**src/rtl/bcd_down_pkg.sv**
```systemverilog
// Shared decade width, state encoding and load clamp for the BCD down-counter.
package bcd_down_pkg;
  localparam int BCD_W = 4;
  localparam logic [BCD_W-1:0] BCD_MAX = 4'd9;

  typedef enum logic [1:0] {
    ST_IDLE = 2'd0,
    ST_RUN  = 2'd1,
    ST_DONE = 2'd2
  } state_t;

  // Nibbles above 9 are not legal BCD; saturate them on load.
  function automatic logic [BCD_W-1:0] clamp_digit(input logic [BCD_W-1:0] d);
    return (d > BCD_MAX) ? BCD_MAX : d;
  endfunction
endpackage

```
**src/rtl/bcd_down_digit.sv**
```systemverilog
// Single-decade BCD decrement: 0 with borrow-in wraps to 9 and borrows onward.
// Latency: combinational.
// Backpressure: none.
module bcd_down_digit
  import bcd_down_pkg::*;
(
  input  logic [BCD_W-1:0] d,
  input  logic             borrow_in,
  output logic [BCD_W-1:0] q,
  output logic             borrow_out
);

  always_comb begin
    q          = d;
    borrow_out = 1'b0;
    if (borrow_in) begin
      if (d == '0) begin
        q          = BCD_MAX;
        borrow_out = 1'b1;
      end else begin
        q = d - BCD_W'(1);
      end
    end
  end

endmodule

```
**src/rtl/bcd_down_counter.sv**
```systemverilog
// Multi-digit BCD countdown timer with terminal-count pulse; BCD_DOWN_AUTORELOAD_EN restarts from the loaded value.
// Latency: 1 clk per enabled decrement; done is registered and trails the terminal tick by one edge.
// Backpressure: none; enable qualifies counting, load overrides everything except reset.
module bcd_down_counter
  import bcd_down_pkg::*;
#(
  parameter int DIGITS = 2
) (
  input  logic                    clk,
  input  logic                    reset,
  input  logic                    load,
  input  logic [BCD_W*DIGITS-1:0] load_val,
  input  logic                    start,
  input  logic                    enable,
  output logic [BCD_W*DIGITS-1:0] count,
  output logic                    zero,
  output logic                    done,
  output logic                    busy
);

  localparam int CW = BCD_W * DIGITS;
  localparam logic [CW-1:0] ONE = CW'(1);

  state_t          state_q, state_d;
  logic [CW-1:0]   count_d;
  logic [CW-1:0]   count_dec;
  logic [CW-1:0]   load_clamped;
  logic [DIGITS:0] borrow;
  logic            done_d;
`ifdef BCD_DOWN_AUTORELOAD_EN
  logic [CW-1:0]   reload_q, reload_d;
`endif

  assign borrow[0] = 1'b1;

  for (genvar g = 0; g < DIGITS; g++) begin : g_digit
    assign load_clamped[g*BCD_W +: BCD_W] = clamp_digit(load_val[g*BCD_W +: BCD_W]);

    bcd_down_digit u_digit (
      .d          (count[g*BCD_W +: BCD_W]),
      .borrow_in  (borrow[g]),
      .q          (count_dec[g*BCD_W +: BCD_W]),
      .borrow_out (borrow[g+1])
    );
  end

  // A borrow rippling out of the top decade means every digit was zero.
  assign zero = borrow[DIGITS];
  assign busy = (state_q == ST_RUN);

  always_comb begin
    state_d = state_q;
    count_d = count;
    done_d  = 1'b0;
`ifdef BCD_DOWN_AUTORELOAD_EN
    reload_d = reload_q;
`endif
    if (load) begin
      count_d = load_clamped;
      state_d = ST_IDLE;
`ifdef BCD_DOWN_AUTORELOAD_EN
      reload_d = load_clamped;
`endif
    end else begin
      case (state_q)
        ST_IDLE: begin
          if (start && !zero) state_d = ST_RUN;
        end
        ST_RUN: begin
          if (enable) begin
            if (count == ONE) begin
              count_d = '0;
              done_d  = 1'b1;
`ifndef BCD_DOWN_AUTORELOAD_EN
              state_d = ST_DONE;
`endif
            end else if (!zero) begin
              count_d = count_dec;
            end
`ifdef BCD_DOWN_AUTORELOAD_EN
            else begin
              count_d = reload_q;
            end
`endif
          end
        end
        default: state_d = state_q;
      endcase
    end
  end

  always_ff @(posedge clk or posedge reset) begin
    if (reset) begin
      state_q <= ST_IDLE;
      count   <= '0;
      done    <= 1'b0;
`ifdef BCD_DOWN_AUTORELOAD_EN
      reload_q <= '0;
`endif
    end else begin
      state_q <= state_d;
      count   <= count_d;
      done    <= done_d;
`ifdef BCD_DOWN_AUTORELOAD_EN
      reload_q <= reload_d;
`endif
    end
  end

endmodule
```
**config.mk**
```make
export PLATFORM = sky130hd
export DESIGN_NAME = bcd_down_counter
export DESIGN_NICKNAME = d
export VERILOG_FILES = /design/src/rtl/bcd_down_pkg.sv /design/src/rtl/bcd_down_digit.sv /design/src/rtl/bcd_down_counter.sv
export SDC_FILE = /design/constraint.sdc
export NUM_CORES = 1
export LEC_CHECK = 0
export ABC_CLOCK_PERIOD_IN_PS = 1700
export CAP_MARGIN = 5
export CORE_MARGIN = 3
export CORE_UTILIZATION = 39
export DETAILED_ROUTE_END_ITERATION = 8
export PLACE_DENSITY = 0.82
export RECOVER_POWER = 50
export SLEW_MARGIN = 5
export SYNTH_ARGS = -nofsm -noshare
export SYNTH_HDL_FRONTEND = slang
export SYNTH_SLANG_ARGS = --single-unit
```
**constraint.sdc**
```tcl
create_clock -name clk -period 1.7 [get_ports clk]
set_clock_uncertainty 0.05 [all_clocks]
set_input_delay 0.51 -clock clk [delete_from_list [all_inputs] [get_ports clk]]
set_output_delay 0.51 -clock clk [all_outputs]
set_load 0.03 [all_outputs]
```
== After elaboration in Yosys (flattened, before gate mapping) ==
Index checks and enable logic that the tools add are counted.
Storage, ports and cells
  register bits after elaboration: 11
  word-level logic and storage cells: 48
Cells by class
  $add $sub $neg: 2
  order comparisons: 2
  equal/unequal tests: 6
  muxes and demuxes: 22
  reductions and logical operators: 12
Operators by type and width (number)
  $mux 8: 5
  $mux 4: 5
  $eq 8x1->1 const B: 1
  $gt 4x4->1 const B: 2
  $logic_not 4->1: 2
  $mux 2: 4
  $reduce_and 4->1: 2
  $sub 4x1->4 const B: 2
  $mux 1: 7
  $ne 3x2->1 const B: 2
  $ne 3x3->1 const B: 2
  $reduce_bool 3->1: 2
  $pmux 2 s2: 1
  $reduce_bool 2->1: 2
  $reduce_and 3->1: 1
  $eq 2x1->1 const B: 1
  $logic_not 2->1: 1
  $logic_and 1x1->1: 1
  $logic_not 1->1: 1

== Longest topological paths before layout ==
Gate-level depths: netlist of the first run.
  depth after elaboration: 8
  mapped depth: 6
  gate-level depth less buffers: 6

== Modules after synthesis ==
Synthesis of the first run repeated with hierarchy kept, for this count alone.
Second synthesis, totals
  cell total of the unflattened synthesis: 73
  area total of the unflattened synthesis: 792.0 um^2
Modules (own cells, without submodules)
  bcd_down_counter: times used 1, cells each 51, area an instance 634.4 um^2, sequential area each 275.3 um^2
  bcd_down_digit: times used 2, cells each 11, area an instance 78.8 um^2, sequential area each 0.0 um^2

== Least setup slack after synthesis of the first run ==
Ideal clock, no wire load.
  path kind: register to output
  from: register count[4]
  to: output zero
  data arrival time: 1.559 ns
  required time: 1.140 ns
  setup slack: -0.419 ns
  stages on the path, launching flop included: 6
  path through: dfrtp_1 -> inv_1 -> ha_1 -> nor3b_2 -> nand3_1 -> inv_1
On the way
  longest elaborated chain between the ends: 3
Ends and longest elaborated chain
  start, declared: line bcd_down_counter.sv:15  | output logic [BCD_W*DIGITS-1:0] count,
  start signal, assigned: line bcd_down_counter.sv:102  | count <= count_d;
  $logic_not 4->1: line bcd_down_digit.sv:17  | if (d == '0) begin
  $mux 1: line bcd_down_digit.sv:17
  $mux 1: line bcd_down_digit.sv:16  | if (borrow_in) begin
  end, declared: line bcd_down_counter.sv:16  | output logic zero,
No other way between the ends.

== Worst setup path after layout of the first run ==
  from: register count[5]
  to: output zero
The elaborated chain is that of the path after synthesis.

==> summary.txt, run 1 <==
Synthesis
  • Post-Synthesis Cells: 81
  • Mapped Nets: 96
  • Yosys warnings: 0
  • Synth Area in Adders: 3.571%
  • XOR/XNOR Fraction of Synth Area: 0%
  • Post-synthesis compound-gate area fraction: between 10% and 20%
  • Mapped Area: 700.7 um2
  • Simple-Gate Fraction of Synth Area: 27.86%
  • Multiplexer share of the synthesized area: around 4.3%
  • Seq cells post-synth: 11
  • Number of distinct library cells after synthesis: 29
  • Sequential area share after synthesis: just under 40%
  • Largest family of logic cells by synthesized area: simple AND/OR/NAND/NOR gates
  • Synth Area per Inst: ~8.7 um2

Finish
  • Share of layout cells above drive strength 1: between 20 and 30%
  • Fin nets: 137
  • Synthesis-to-finish area growth: 62.32%
  • Fillers: 120
  • Count of non-filler cells in the finished layout: 145
  • N_diodes: 0

Timing
  • Fin. Hold Viols: 0
  • Worst slew margin: a little under three quarters
  • Crit share post-route: 117.3%
  • Tightest Pin Transition: between 0.4 and 0.5 ns
  • Max Clk Rate: between 0.5 and 0.6 GHz
  • Setup WS post-layout: -0.2939 ns
  • Unrepaired setup endpoints after global routing: yes
  • Final setup fails: 2
  • Post-Route Setup TNS: -0.3438 ns
  • Min Tclk post-route: 1.994 ns
  • Max Slew Vio Count: 0

Route
  • DR iter-0 viols: 12
  • Via count: between 700 and 800
  • DRT Wirelength: 1.950 mm
  • Vias per inst: 5.228
  • Routed Antenna Nets: 0
  • Pre-Repair DR Iteration Count: 4
  • Wire per inst: approximately 13 um
  • DRC Markers: 0

Place
  • Routability Congestion: a little over 0.8
  • I/O Buffers: 23
  • Placed Cells: between 100 and 150
  • Detail Placement HPWL: between 1.5 and 2 mm

Global routing
  • First-pass GRT wire length: around 3.3 mm
  • Initial antenna violation count: 0
  • GRT overflow: 0
  • Vias in the first global route: between 800 and 900
  • GR Util All Layers: about 18%
  • Largest net degree at the start of global routing: 12

Floorplanning
  • Core footprint: roughly 0.0016 mm2
  • Io pins: 24
  • Std cell rows: 14
  • Initial core utilization: a little over two fifths
  • Die ar.: between 0.002 and 0.0025 mm2
  • Die Span X: 48.39 um
  • Die height: slightly below 50 um

Worst setup path
  • Type of the worst setup path: reg2out
  • Critical path launch point type: flip-flop
  • Worst reg-to-reg setup slack: -0.05 ns
  • Critical path launch point: count[5]$_DFFE_PP0P_
  • CP endpoint kind: output pin
  • Worst R2R Start: count[1]$_DFFE_PP0P_
  • Worst Path Required: between 1 and 1.5 ns
  • CP Data Arrival Time: between 1 and 1.5 ns
  • CP max FO: 3

Clocking
  • Max clock buf depth: 2
  • # hold bufs at CTS: 0
  • Clock Latency Late Sink: between 0.2 and 0.3 ns
  • H-tree depth: 1
  • CTS tree: built
  • CTS Buf Count: 3
  • Clock Sinks: 11
  • Clk root buf: clkbuf_4
  • Clk slew on worst S/H paths: approximately 0.08 ns

Power and ir drop
  • Leakage power: between 0.0004 and 0.0005 uW
  • P_sw: 279.0 uW
  • Peak supply drop: around 0.46 mV
  • Sequential Power Share: about two fifths
  • Clock share of power: about a quarter
  • Sw Share: a little over a third
  • Combinational power share: a little under two fifths
  • Internal: between 500 and 600 uW
  • P per Cell Area: about 700 mW/mm2

Run status
  • Failing checks: negative setup slack
  • Outcome: complete, but fails checks

Job
  • Max-cap check violation count: 0

Worst hold path
  • Worst Hold Class: reg2reg
  • Worst hold start: state_q[1]$_DFFE_PP0P_
-- flip-flops by register name (all words and copies together), names as in the netlist --
signal   count
count        8
state_q      2
done         1
-- synth_stat cells --
library cell	number	share of area, %
a21boi_0	1	1.1
a21o_1	1	1.1
a21oi_1	5	3.6
a311o_1	1	1.4
a311oi_1	1	1.3
a31oi_1	3	2.7
and3b_1	1	1.3
and4bb_2	1	1.8
clkbuf_1	3	1.6
dfrtp_1	11	39
ha_1	2	3.6
inv_1	7	3.8
mux2i_1	3	4.3
nand2_1	4	2.1
nand3_1	3	2.1
nand3b_1	3	3.2
nand4_1	1	0.89
nor2_1	9	4.8
nor2b_1	1	0.89
nor3_1	2	1.4
nor3b_1	2	2.1
nor3b_2	1	1.8
nor4_1	3	2.7
o211ai_1	1	1.1
o21a_1	2	2.1
o21ai_0	6	4.3
o31ai_1	1	1.1
or3_4	1	1.6
or4_1	1	1.1
-- cell families after synthesis --
logic type,count (synthesis)
AO/OA/AOI/OAI,22
flip-flops,11
adder cells (fa/ha/maj),2
buffers and inverters,10
multiplexers,3
AND/OR/NAND/NOR,33
-- metal layers --
layer,track usage (%),part of all wire [%]
met1,18.88,43
met2,33.26,50
met3,5.521,5.8
met4,7.109,1.4
met5,0,0
-- power groups by stage --
stage          Clock (uW)  Combinational (uW)  Sequential (uW)
2_1_floorplan           0                 109              353
3_3_place_gp            0                 287              313
3_5_place_dp            0                 294              314
4_1_cts               191                 288              309
5_1_grt               204                 328              313
6_report              186                 303              309
-- stage by stage --
step / setup slack, ns / area (um2) / hold slack (ns) / total power, uW / utilization [%]
after floorplan: -0.1738 / 732.0 / 0.3122 / 462.3 / -
after global placement: -0.2851 / 1084 / 0.5175 / 599.7 / 67.97
after detailed placement: -0.3552 / 1084 / 0.5202 / 608.1 / 67.97
after CTS: -0.3166 / 1107 / 0.5052 / 787.4 / 69.47
after global routing: -0.3840 / 1137 / 0.5628 / 845.7 / 71.35
final: -0.2939 / 1137 / 0.5368 / 797.3 / 71.35
-- area by class of cell --
class	count	area [um2]	area share [%]
Timing Repair Buffer	39	341.6	30.03
Clock buffer	4	26.28	2.310
Sequential cell	11	280.3	24.64
Inverter	7	28.78	2.530
Multi-Input combinational cell	60	430.4	37.84
Tap cell	24	30.03	2.640
-- cells in the final DEF (no fill, tap or decap), types with 2 or more instances in the layout --
master	Yosys	layout
clkbuf_4	0	4
inv_2	0	2
dlygate4sd2_1	0	5
buf_6	0	2
a31oi_1	3	3
nand2_1	4	4
inv_1	7	4
nor3_1	2	2
clkdlybuf4s15_1	0	3
buf_4	0	17
a21oi_1	5	4
nand3_1	3	2
o21a_1	2	2
clkdlybuf4s50_1	0	10
nand3b_1	3	3
dfrtp_1	11	7
dfrtp_2	0	4
nor4_1	3	2
nor2_1	9	9
mux2i_1	3	3
o21ai_0	6	6
nor3b_1	2	2
-- worst paths after layout --
kind / end / cells past startpoint
max: zero / 6
min: state_q[1]$_DFFE_PP0P_ / 2
max reg2reg: count[4]$_DFFE_PP0P_ / 4
min reg2reg: state_q[1]$_DFFE_PP0P_ / 2
max in group asynchronous: count[3]$_DFFE_PP0P_ / 2
min in group asynchronous: count[5]$_DFFE_PP0P_ / 2
-- critical path, stage by stage, from the launching register on --
cell and delay, ns:
dfrtp_2 0.42, inv_2 0.08, ha_4 0.14, nor3b_4 0.20, nand3_2 0.14, inv_4 0.07, buf_6 0.12
-- timing repair --
item,in CTS,in global routing
gates cloned,0,0
setup buffers,0,1
hold endpoints to repair,0,0
gates resized for setup,10,6
pin swaps,0,1
endpoints found under the setup margin,9,6
(Power assumes the default switching activity.)
==> run 2: changes to the inputs <==
--- a/config.mk
+++ b/config.mk
@@ -11,7 +11,7 @@
 export CORE_UTILIZATION = 39
 export DETAILED_ROUTE_END_ITERATION = 8
 export PLACE_DENSITY = 0.82
-export RECOVER_POWER = 50
+export RECOVER_POWER = 25
 export SLEW_MARGIN = 5
 export SYNTH_ARGS = -nofsm -noshare
 export SYNTH_HDL_FRONTEND = slang
==> summary.txt, run 2 (synthesis results as in run 1) <==
Run status
  • Outcome: complete, but fails checks
  • Failing checks: negative setup slack

Worst setup path
  • Worst Path Required: 1.14 ns (about the same)
  • Worst path buffer plus inverter count: 3 (unchanged)
  • Slowest CP cell: dfrtp_2
  • Crit-path cells: inv_2, ha_4, nor3b_4, nand3_2, inv_4, buf_6
  • Critical path launch point type: flip-flop
  • CP endpoint kind: output pin
  • Type of the worst setup path: reg2out
  • CP max FO: 3 (unchanged)
  • CP Data Arrival Time: 1.43 ns (about the same)
  • Worst path max stage delay: 0.42 ns (about the same)
  • Largest delay share family, worst path: flip-flops

Route
  • DR iter-0 viols: 17 (+5)
  • DRC Markers: 0 (unchanged)
  • Pre-Repair DR Iteration Count: 4 (unchanged)
  • Routed Antenna Nets: 0 (unchanged)
  • Via count: 759 (+0.13%)
  • Wire per inst: 13.53 um (+0.62%)
  • DRT Wirelength: 1.962 mm (+0.62%)
  • Vias per inst: 5.234 (+0.13%)

Floorplanning
  • Die ar.: 0.002341 mm2 (unchanged)
  • Initial core utilization: 43.96% (unchanged)
  • Io pins: 24 (unchanged)
  • Core footprint: 0.001594 mm2 (unchanged)
  • Die Span X: 48.39 um (unchanged)
  • Std cell rows: 14 (unchanged)
  • Die height: 48.39 um (unchanged)

Finish
  • N_diodes: 0 (unchanged)
  • Regs by FF count: count x8, state_q x2, done x1
  • Post-route design area: 0.001137 mm2 (unchanged)
  • Commonest non-fill, non-tap cells in the layout: 18 x buf_4, 10 x clkdlybuf4s50_1, 9 x nor2_1
  • Synthesis-to-finish area growth: 62.32% (unchanged)
  • Largest Register: count
  • Share of layout cells above drive strength 1: 30.58% (+0.83 points)
  • Count of non-filler cells in the finished layout: 145 (unchanged)
  • Commonest non-fill, non-tap cell in the layout: buf_4
  • Max FFs per register: 8 (unchanged)
  • Fin nets: 137 (unchanged)

Timing
  • Min Tclk post-route: 1.993 ns (-0.001391 ns)
  • Setup WS post-layout: -0.2925 ns (+0.001391 ns)
  • Tightest Pin Transition: 0.4202 ns (-0.001261 ns)
  • Worst slew margin: 71.96% (+0.084 points)
  • Crit share post-route: 117.2% (about the same)
  • Unrepaired setup endpoints after global routing: yes
  • Final setup fails: 2 (unchanged)
  • Fin. Hold Viols: 0 (unchanged)
  • Max Clk Rate: 0.5019 GHz (about the same)
  • Max Slew Vio Count: 0 (unchanged)

Global routing
  • GR Util All Layers: 17.99% (unchanged)
  • First-pass GRT wire length: 3.325 mm (unchanged)
  • Initial antenna violation count: 0 (unchanged)
  • M3 GR Usage: 5.521% (unchanged)
  • GRT overflow: 0 (unchanged)
  • Most Crowded Layer GR: met2
  • Met2 Usage GRT: 33.26% (unchanged)
  • Largest net degree at the start of global routing: 12 (unchanged)
  • Vias in the first global route: 817 (unchanged)
  • GR Util met1: 18.88% (unchanged)

Job
  • Max-cap check violation count: 0 (unchanged)

Power and ir drop
  • Combinational power share: 38.1% (about the same)
  • Leakage power: 0.0004959 uW (-0.44%)
  • Total power: 797.6 uW (about the same)
  • P per Cell Area: 701.3 mW/mm2 (about the same)
  • Peak supply drop: 0.4615 mV (+0.13%)
  • Sw Share: 34.97% (about the same)
  • Clock share of power: 23.2% (about the same)
  • Internal: 518.7 uW (about the same)
  • P_sw: 278.9 uW (about the same)
  • Sequential Power Share: 38.8% (about the same)

Clocking
  • Clk slew on worst S/H paths: 0.08 ns (about the same)
  • Max clock buf depth: 2 (unchanged)
  • CTS tree: built
  • H-tree depth: 1 (unchanged)
  • Clock Sinks: 11 (unchanged)
  • Clock Latency Late Sink: 0.27 ns (about the same)
  • CTS Buf Count: 3 (unchanged)
  • Clk root buf: clkbuf_4

Place
  • I/O Buffers: 23 (unchanged)
  • Routability Congestion: 0.8242 (unchanged)
  • Post-place setup slack: -0.3552 ns (unchanged)
  • Dpl cell area: 0.001084 mm2 (unchanged)
  • Placed Cells: 140 (unchanged)
  • Detail Placement HPWL: 1.523 mm (unchanged)

Worst hold path
  • Worst Hold Class: reg2reg
[run 2: worst paths after layout]
path | end | start | depth (start not counted) | slack, ns
max | zero | count[5]$_DFFE_PP0P_ | 6 | -0.29
min reg2reg | state_q[1]$_DFFE_PP0P_ | state_q[1]$_DFFE_PP0P_ | 2 | 0.54
max reg2reg | count[4]$_DFFE_PP0P_ | count[1]$_DFFE_PP0P_ | 4 | -0.05
max in group asynchronous | count[3]$_DFFE_PP0P_ | reset | 2 | 0.66
min in group asynchronous | count[5]$_DFFE_PP0P_ | reset | 2 | 0.62
min | state_q[1]$_DFFE_PP0P_ | state_q[1]$_DFFE_PP0P_ | 2 | 0.54
[run 2: timing repair]
action | 4_1_cts | 5_1_grt
buffers inserted | 0 | 1
setup endpoints to repair | 9 | 6
hold buffers | 0 | 0
pin swaps | 0 | 1
resized for setup | 10 | 6
gates cloned | 0 | 0
[run 2: area by class of cell]
cell class	count	area (um2)
well taps	24	30.03
repair buffers	39	341.6
clock buffers	4	26.28
fillers	120	456.7
flip-flops and latches	11	280.3
inverters	7	28.78
multi-input cells	60	430.4
[run 2: through the flow]
| step | util, % | setup TNS (ns) | hold WS (ns) |
|---|---|---|---|
| 2_1_floorplan | - | -0.2127 | 0.3122 |
| 3_3_place_gp | 67.97 | -1.107 | 0.5175 |
| 3_5_place_dp | 67.97 | -1.345 | 0.5202 |
| 4_1_cts | 69.47 | -0.3679 | 0.5052 |
| 5_1_grt | 71.35 | -0.5236 | 0.5656 |
| 6_report | 71.35 | -0.3434 | 0.5394 |
[run 2: per-layer routing]
layer | wire [um] | up-vias
met5 | 0 | -
met4 | 27 | 0
met3 | 123 | 2
met2 | 966 | 27
met1 | 845 | 351
li1 | - | 379
[run 2: power by group through the flow]
stage	registers (uW)	logic, uW	clock network (uW)
floorplan	353	109	0
CTS	309	288	191
global placement	313	287	0
detailed placement	314	294	0
finish	309	304	185
global route	314	328	204
[run 2: tightest hold or removal path, delay by kind of cell (launching register included)]
family          cells  cell delay, ns
buf+inv             1            0.08
flops               1            0.41
compound gates      1            0.06
